--- src/rtl/reg_file_arbiter.sv ---
// Round-robin arbiter sharing one single-port register file between two requesters.
// Optional read-wait timeout is enabled by defining RF_ARB_TIMEOUT_EN.
module reg_file_arbiter #(
  parameter int data_width     = 8,
  parameter int addre_width    = 4,
  parameter int timeout_cycles = 15
) (
  input  logic                   clk,
  input  logic                   rst,
  input  logic                   req0_valid,
  input  logic                   req0_we,
  input  logic [addre_width-1:0] req0_addr,
  input  logic [data_width-1:0]  req0_wdata,
  input  logic                   req1_valid,
  input  logic                   req1_we,
  input  logic [addre_width-1:0] req1_addr,
  input  logic [data_width-1:0]  req1_wdata,
  output logic                   gnt0,
  output logic                   gnt1,
  output logic                   rsp0_valid,
  output logic                   rsp1_valid,
  output logic [data_width-1:0]  rsp_data,
  output logic                   rsp_err,
  output logic                   wr_en,
  output logic                   rd_en,
  output logic [addre_width-1:0] addres,
  output logic [data_width-1:0]  wr_data,
  input  logic [data_width-1:0]  rd_data,
  input  logic                   rd_d_valid,
  output logic                   busy
);

  typedef enum logic [1:0] {IDLE, ISSUE, WAIT, RESP} state_t;

  state_t                 state_reg;
  logic                   prio_reg;
  logic                   id_reg;
  logic [1:0]             gnt_reg;
  logic [1:0]             rsp_valid_reg;
  logic                   wr_en_reg;
  logic                   rd_en_reg;
  logic                   busy_reg;
  logic [addre_width-1:0] addr_reg;
  logic [data_width-1:0]  wdata_reg;
  logic [data_width-1:0]  rsp_data_reg;

  logic                   sel_id;
  logic                   sel_we;
  logic [addre_width-1:0] sel_addr;
  logic [data_width-1:0]  sel_wdata;

`ifdef RF_ARB_TIMEOUT_EN
  localparam int cnt_w = (timeout_cycles > 1) ? $clog2(timeout_cycles) : 1;
  logic [cnt_w-1:0] cnt_reg;
  logic             rsp_err_reg;
`else
  // The limit has no effect without the timeout; keep the parameter referenced.
  if (timeout_cycles < 0) begin : g_timeout_unused
  end
`endif

  // With a single request the lone requester wins; priority breaks ties only.
  always_comb begin
    sel_id = req1_valid;
    if (req0_valid && req1_valid) begin
      sel_id = prio_reg;
    end
    sel_we    = sel_id ? req1_we    : req0_we;
    sel_addr  = sel_id ? req1_addr  : req0_addr;
    sel_wdata = sel_id ? req1_wdata : req0_wdata;
  end

  always_ff @(posedge clk or negedge rst) begin
    if (!rst) begin
      state_reg     <= IDLE;
      prio_reg      <= 1'b0;
      id_reg        <= 1'b0;
      gnt_reg       <= '0;
      rsp_valid_reg <= '0;
      wr_en_reg     <= 1'b0;
      rd_en_reg     <= 1'b0;
      busy_reg      <= 1'b0;
      addr_reg      <= '0;
      wdata_reg     <= '0;
      rsp_data_reg  <= '0;
`ifdef RF_ARB_TIMEOUT_EN
      cnt_reg       <= '0;
      rsp_err_reg   <= 1'b0;
`endif
    end else begin
      gnt_reg       <= '0;
      rsp_valid_reg <= '0;
      wr_en_reg     <= 1'b0;
      rd_en_reg     <= 1'b0;
`ifdef RF_ARB_TIMEOUT_EN
      rsp_err_reg   <= 1'b0;
`endif
      case (state_reg)
        IDLE: begin
          if (req0_valid || req1_valid) begin
            id_reg    <= sel_id;
            addr_reg  <= sel_addr;
            wdata_reg <= sel_wdata;
            busy_reg  <= 1'b1;
            state_reg <= ISSUE;
            // Strobes for ISSUE are loaded here so they appear registered in that cycle.
            if (sel_we) begin
              wr_en_reg       <= 1'b1;
              gnt_reg[sel_id] <= 1'b1;
              prio_reg        <= ~sel_id;
            end else begin
              rd_en_reg <= 1'b1;
            end
          end
        end
        ISSUE: begin
          if (wr_en_reg) begin
            state_reg <= IDLE;
            busy_reg  <= 1'b0;
          end else begin
            state_reg <= WAIT;
`ifdef RF_ARB_TIMEOUT_EN
            cnt_reg   <= '0;
`endif
          end
        end
        WAIT: begin
          if (rd_d_valid) begin
            rsp_data_reg          <= rd_data;
            gnt_reg[id_reg]       <= 1'b1;
            rsp_valid_reg[id_reg] <= 1'b1;
            prio_reg              <= ~id_reg;
            state_reg             <= RESP;
          end
`ifdef RF_ARB_TIMEOUT_EN
          else if (cnt_reg == cnt_w'(timeout_cycles - 1)) begin
            rsp_data_reg          <= '1;
            rsp_err_reg           <= 1'b1;
            gnt_reg[id_reg]       <= 1'b1;
            rsp_valid_reg[id_reg] <= 1'b1;
            prio_reg              <= ~id_reg;
            state_reg             <= RESP;
          end else begin
            cnt_reg <= cnt_reg + cnt_w'(1);
          end
`endif
        end
        RESP: begin
          state_reg <= IDLE;
          busy_reg  <= 1'b0;
        end
        default: begin
          state_reg <= IDLE;
          busy_reg  <= 1'b0;
        end
      endcase
    end
  end

  assign gnt0       = gnt_reg[0];
  assign gnt1       = gnt_reg[1];
  assign rsp0_valid = rsp_valid_reg[0];
  assign rsp1_valid = rsp_valid_reg[1];
  assign rsp_data   = rsp_data_reg;
  assign wr_en      = wr_en_reg;
  assign rd_en      = rd_en_reg;
  assign addres     = addr_reg;
  assign wr_data    = wdata_reg;
  assign busy       = busy_reg;
`ifdef RF_ARB_TIMEOUT_EN
  assign rsp_err    = rsp_err_reg;
`else
  assign rsp_err    = 1'b0;
`endif

endmodule

--- config.mk ---
export PLATFORM = sky130hd
export DESIGN_NAME = reg_file_arbiter
export DESIGN_NICKNAME = d
export VERILOG_FILES = /design/src/rtl/reg_file_arbiter.sv
export SDC_FILE = /design/constraint.sdc
export NUM_CORES = 1
export LEC_CHECK = 0
export ABC_AREA = 1
export CAP_MARGIN = 20
export CORE_ASPECT_RATIO = 0.6
export CORE_MARGIN = 3
export CORE_UTILIZATION = 35
export CTS_CLUSTER_DIAMETER = 50
export DETAILED_ROUTE_END_ITERATION = 6
export GPL_TIMING_DRIVEN = 0
export HOLD_SLACK_MARGIN = 0.12
export PLACE_DENSITY = 0.74
export SYNTH_ARGS = -nofsm -noshare
export SYNTH_HDL_FRONTEND = slang
export SYNTH_SLANG_ARGS = --single-unit
--- constraint.sdc ---
create_clock -name clk -period 1.16 [get_ports clk]
set_input_delay 0.174 -clock clk [delete_from_list [all_inputs] [get_ports clk]]
set_output_delay 0.174 -clock clk [all_outputs]
set_load 0.05 [all_outputs]
# Word-level counts from Yosys, hierarchy flattened
# Cells that the tools add are included.
[op_classes]
order_cmp = 4
eq_ne = 7
n_mux = 30
n_bitwise = 2
reduce_logical = 12
[ops]
columns = ["operator", "count"]
rows = [
  ["2-to-1 mux 1 bit", 15],
  ["2-to-1 mux 2 bit", 7],
  ["2-to-1 mux 8 bit", 1],
  ["inequality test 2 bit, second input constant", 4],
  ["case mux 2 bit (4 select lines)", 1],
  ["AND reduction 2 bit", 3],
  ["== test 2 bit, second input constant", 2],
  ["< comparator 1 x 2 -> 1 bit, second input constant", 2],
  ["2-to-1 mux 4 bit", 1],
  ["case mux 2 bit (2 select lines)", 1],
  ["AND reduction 4 bit", 1],
  ["logical AND 1 bit", 3],
  ["case mux 1 bit (3 select lines)", 1],
  ["AND reduction 3 bit", 1],
  ["nonzero test 3 bit", 1],
  ["demux 1 bit (select 1 bit)", 2],
  ["== test 2 x 1 -> 1 bit, second input constant", 1],
  [">= comparator 1 bit, second input constant", 2],
  ["zero test 2 bit", 1],
  ["NOT 1 bit", 2],
  ["case mux 1 bit (2 select lines)", 1],
  ["nonzero test 2 bit", 1],
  ["logical OR 1 bit", 1],
]
[word_totals]
reg_bits = 31
in_bits = 39
out_inout_bits = 28
elab_cells = 66

# Logic depth before layout (Yosys ltp)
[logic_depth]
ltp_word = 9
depth_mapped = 9
mapped_depth_nobuf = 9

# Worst setup path after synthesis
# No wires, ideal clock.
[synth_path]
path_type = "register to register"
from = "register (tool-made name)"
to = "register wdata_reg[4] (netlist: wr_data[4])"
arrival_ns = 1.035
slack_ns = 0.002
stages_incl_launch_ff = 6
path_buffers = 1
period_less_slack_ns = 1.158
cell_sequence = "dfrtp_1 > nor2_2 > o21ai_4 > buf_6 > a21oi_1 > a21oi_2"
[synth_rtl]
columns = ["element", "line_no", "source"]
rows = [
  ["end signal: assignment", "103", "wdata_reg <= sel_wdata;"],
  ["end: declaration", "44", "logic [data_width-1:0] wdata_reg;"],
]

==> impl_metrics.env <==
export IMPL_status="finished, violations left"
export IMPL_violations="negative setup slack"
export IMPL_antenna_diode_count=0
export IMPL_layout_drive_gt1_share_pct=46.1
export IMPL_hold_violations=0
export IMPL_syn_nets=172
export IMPL_grt_pass1_wl_microns=6750
export IMPL_overflow=0
export IMPL_drc_errors=0
export IMPL_hold_path_class="in -> async"
export IMPL_htree_levels=2
export IMPL_avgSynthCellArea_sq_um=10.0
export IMPL_nets=257
export IMPL_cts_clk_slew_worst_paths_ns=0.07
export IMPL_cts_buffers=5
export IMPL_mostFrequentLayoutCells="clkdlybuf4s50_1 (36), dfrtp_1 (29), buf_2 (25)"
export IMPL_finalSetupViolCount=24
export IMPL_initial_utilization_pct=38.7
export IMPL_worstPathArrival_ns=1.43
export IMPL_layout_setup_ws_ns=-0.113
export IMPL_worstPathMaxFanout=6
export IMPL_tritoncts="done"
export IMPL_first_global_vias=1348
export IMPL_fillCellCount=282
export IMPL_drv_slew=0
export IMPL_worstSetupPathType="reg -> reg"
export IMPL_antenna_found_initial=0
export IMPL_grt_max_degree=21
export IMPL_max_freq_mhz=786
export IMPL_max_slew_margin_rel_pct=56.9
export IMPL_yosysSeqAreaShare_pct=58.2
export IMPL_routed_via_density=4.77
export IMPL_final_common_cell="clkdlybuf4s50_1"
export IMPL_synth_distinct_cells=20
export IMPL_std_cell_rows=16
export IMPL_leakagePower_nw=1.09
export IMPL_core_sq_um=3440
export IMPL_drt_iter0_markers=78
export IMPL_power_density_nw_per_um2=3090
export IMPL_worstPathRequired_ns=1.32
export IMPL_dr_pass1_iters=4
export IMPL_cts_sinks=31
export IMPL_die_h_microns=53.8
export IMPL_clock_path_buffers=2
export IMPL_hold_slack_ns=0.287
export IMPL_root_buffer="clkbuf_8"
export IMPL_stdcell_count=264
export IMPL_yosysWarnings=0
export IMPL_insertion_delay_ns=0.28
export IMPL_totalWireLength_microns=4280
export IMPL_ys_ff_latch=31
export IMPL_io_buffers=65
export IMPL_cap_violations=0
export IMPL_skew_ns=0.00723
export IMPL_die_area_sq_um=4610
export IMPL_fin_crit_sh_pct=110
export IMPL_grt_usage_pct=19.9
export IMPL_vias=1259
export IMPL_syn_area_sq_um=1330
export IMPL_dp_hpwl_microns=2750
export IMPL_routabilityCongestion=0.833
export IMPL_dp_cells=244
export IMPL_cp_start_kind="register"
export IMPL_wl_per_cell_microns=16.2
export IMPL_area_delta_synth_final_pct=73.6
export IMPL_syn_inst=133
export IMPL_vdd_drop_max_mv=1.57
export IMPL_final_antenna_net_count=0
export IMPL_rsz0062_at_grt="yes"
export IMPL_hold_buffers=0
export IMPL_cp_end_kind="register"
export IMPL_tightestPinTransition_ns=0.645
export IMPL_fin_crit_ns=1.27
export IMPL_die_w_microns=85.7
export IMPL_io_pins=67
## per-stage QoR
step	utilization, %	total power, W	worst slack [ns]	setup TNS, ns	area [sq um]
global placement	59.2	0.00563	-0.603	-29.87	2040
detailed placement	60.0	0.00574	-0.423	-11.96	2070
global route	67.2	0.00751	-0.127	-2.22	2310
CTS	64.9	0.00689	-0.0753	-1.03	2230
floorplan	-	0.00438	0.00183	0	1330
finish	67.2	0.00715	-0.113	-1.11	2310
## worst max-delay path: stages (launching register included)
cell,delay (ns)
dfrtp_2,0.44
nor2_4,0.17
o21ai_4,0.12
buf_4,0.18
a21oi_1,0.15
a21oi_1,0.08
## cell usage after synthesis
master	instances	area [sq um]
dfrtp_1	31	776
a21oi_1	23	115
nand2_1	23	86.3
nor2_1	21	78.8
mux2_1	8	90.1
inv_1	7	26.3
o21ai_0	3	15.0
buf_4	2	15.0
buf_6	2	22.5
inv_2	2	7.51
nand2_4	2	22.5
a21oi_2	1	8.76
a31oi_1	1	6.26
clkbuf_8	1	13.8
conb_1	1	3.75
inv_4	1	6.26
nand3_1	1	5.00
nor2_2	1	6.26
nor2_4	1	11.3
o21ai_4	1	16.3
## power breakdown
group,switching [W],internal [W]
Sequential,0.000336,0.00160
Clock,0.000405,0.000539
Combinational,0.00283,0.00144
Total,0.00357,0.00358
## cells by family (layout without fill, tap and decap cells)
family | Yosys count | after routing | share of synthesized area [%]
compound gates | 29 | 29 | 12.1
buf+inv | 15 | 100 | 6.85
flops | 31 | 31 | 58.2
mux | 8 | 8 | 6.76
other cells | 1 | 1 | 0.281
simple gates | 49 | 50 | 15.8
## metal layers
metal | routed length [microns] | vias up | global-route usage [%] | part of all wire (%)
met3 | 289 | 7 | 6.12 | 6.8
met1 | 1940 | 606 | 26.4 | 45
met4 | 34 | 0 | 5.53 | 0.80
met2 | 2010 | 49 | 32.0 | 47
met5 | 0 | - | 0 | 0
li1 | - | 597 | - | -
## final cells by class
class	count	area, sq um	share of cell area (%)
multi-input combinational	88	628	27.1
sequential	31	778	33.6
tap	45	56.3	2.43
clock buffer	7	96.3	4.16
clock inverter	1	7.51	0.324
inverter	10	40.0	1.73
timing repair buffer	77	648	28.0
buffer	5	58.8	2.54
## worst paths after layout
kind / slack, ns / endpoint / startpoint / depth (start not counted)
setup / recovery: -0.11 / wr_data[2] / register / 5
hold / removal: 0.29 / rsp_data[5] / rst / 1
setup reg to reg: -0.11 / wr_data[2] / register / 5
hold reg to reg: 0.48 / prio_reg / prio_reg / 2
max in group asynchronous: 0.34 / asynchronous set/reset pin / rst / 2
min in group clk: 0.37 / rd_en / req0_valid / 3
## repair_timing
action                     4_1_cts  5_1_grt
setup buffers                    5        4
cloned                           3        0
setup endpoints to repair       49       31
gates resized for setup        157       32
pin swaps                        5        2
No activity file was read; power rests on OpenSTA's default activity.
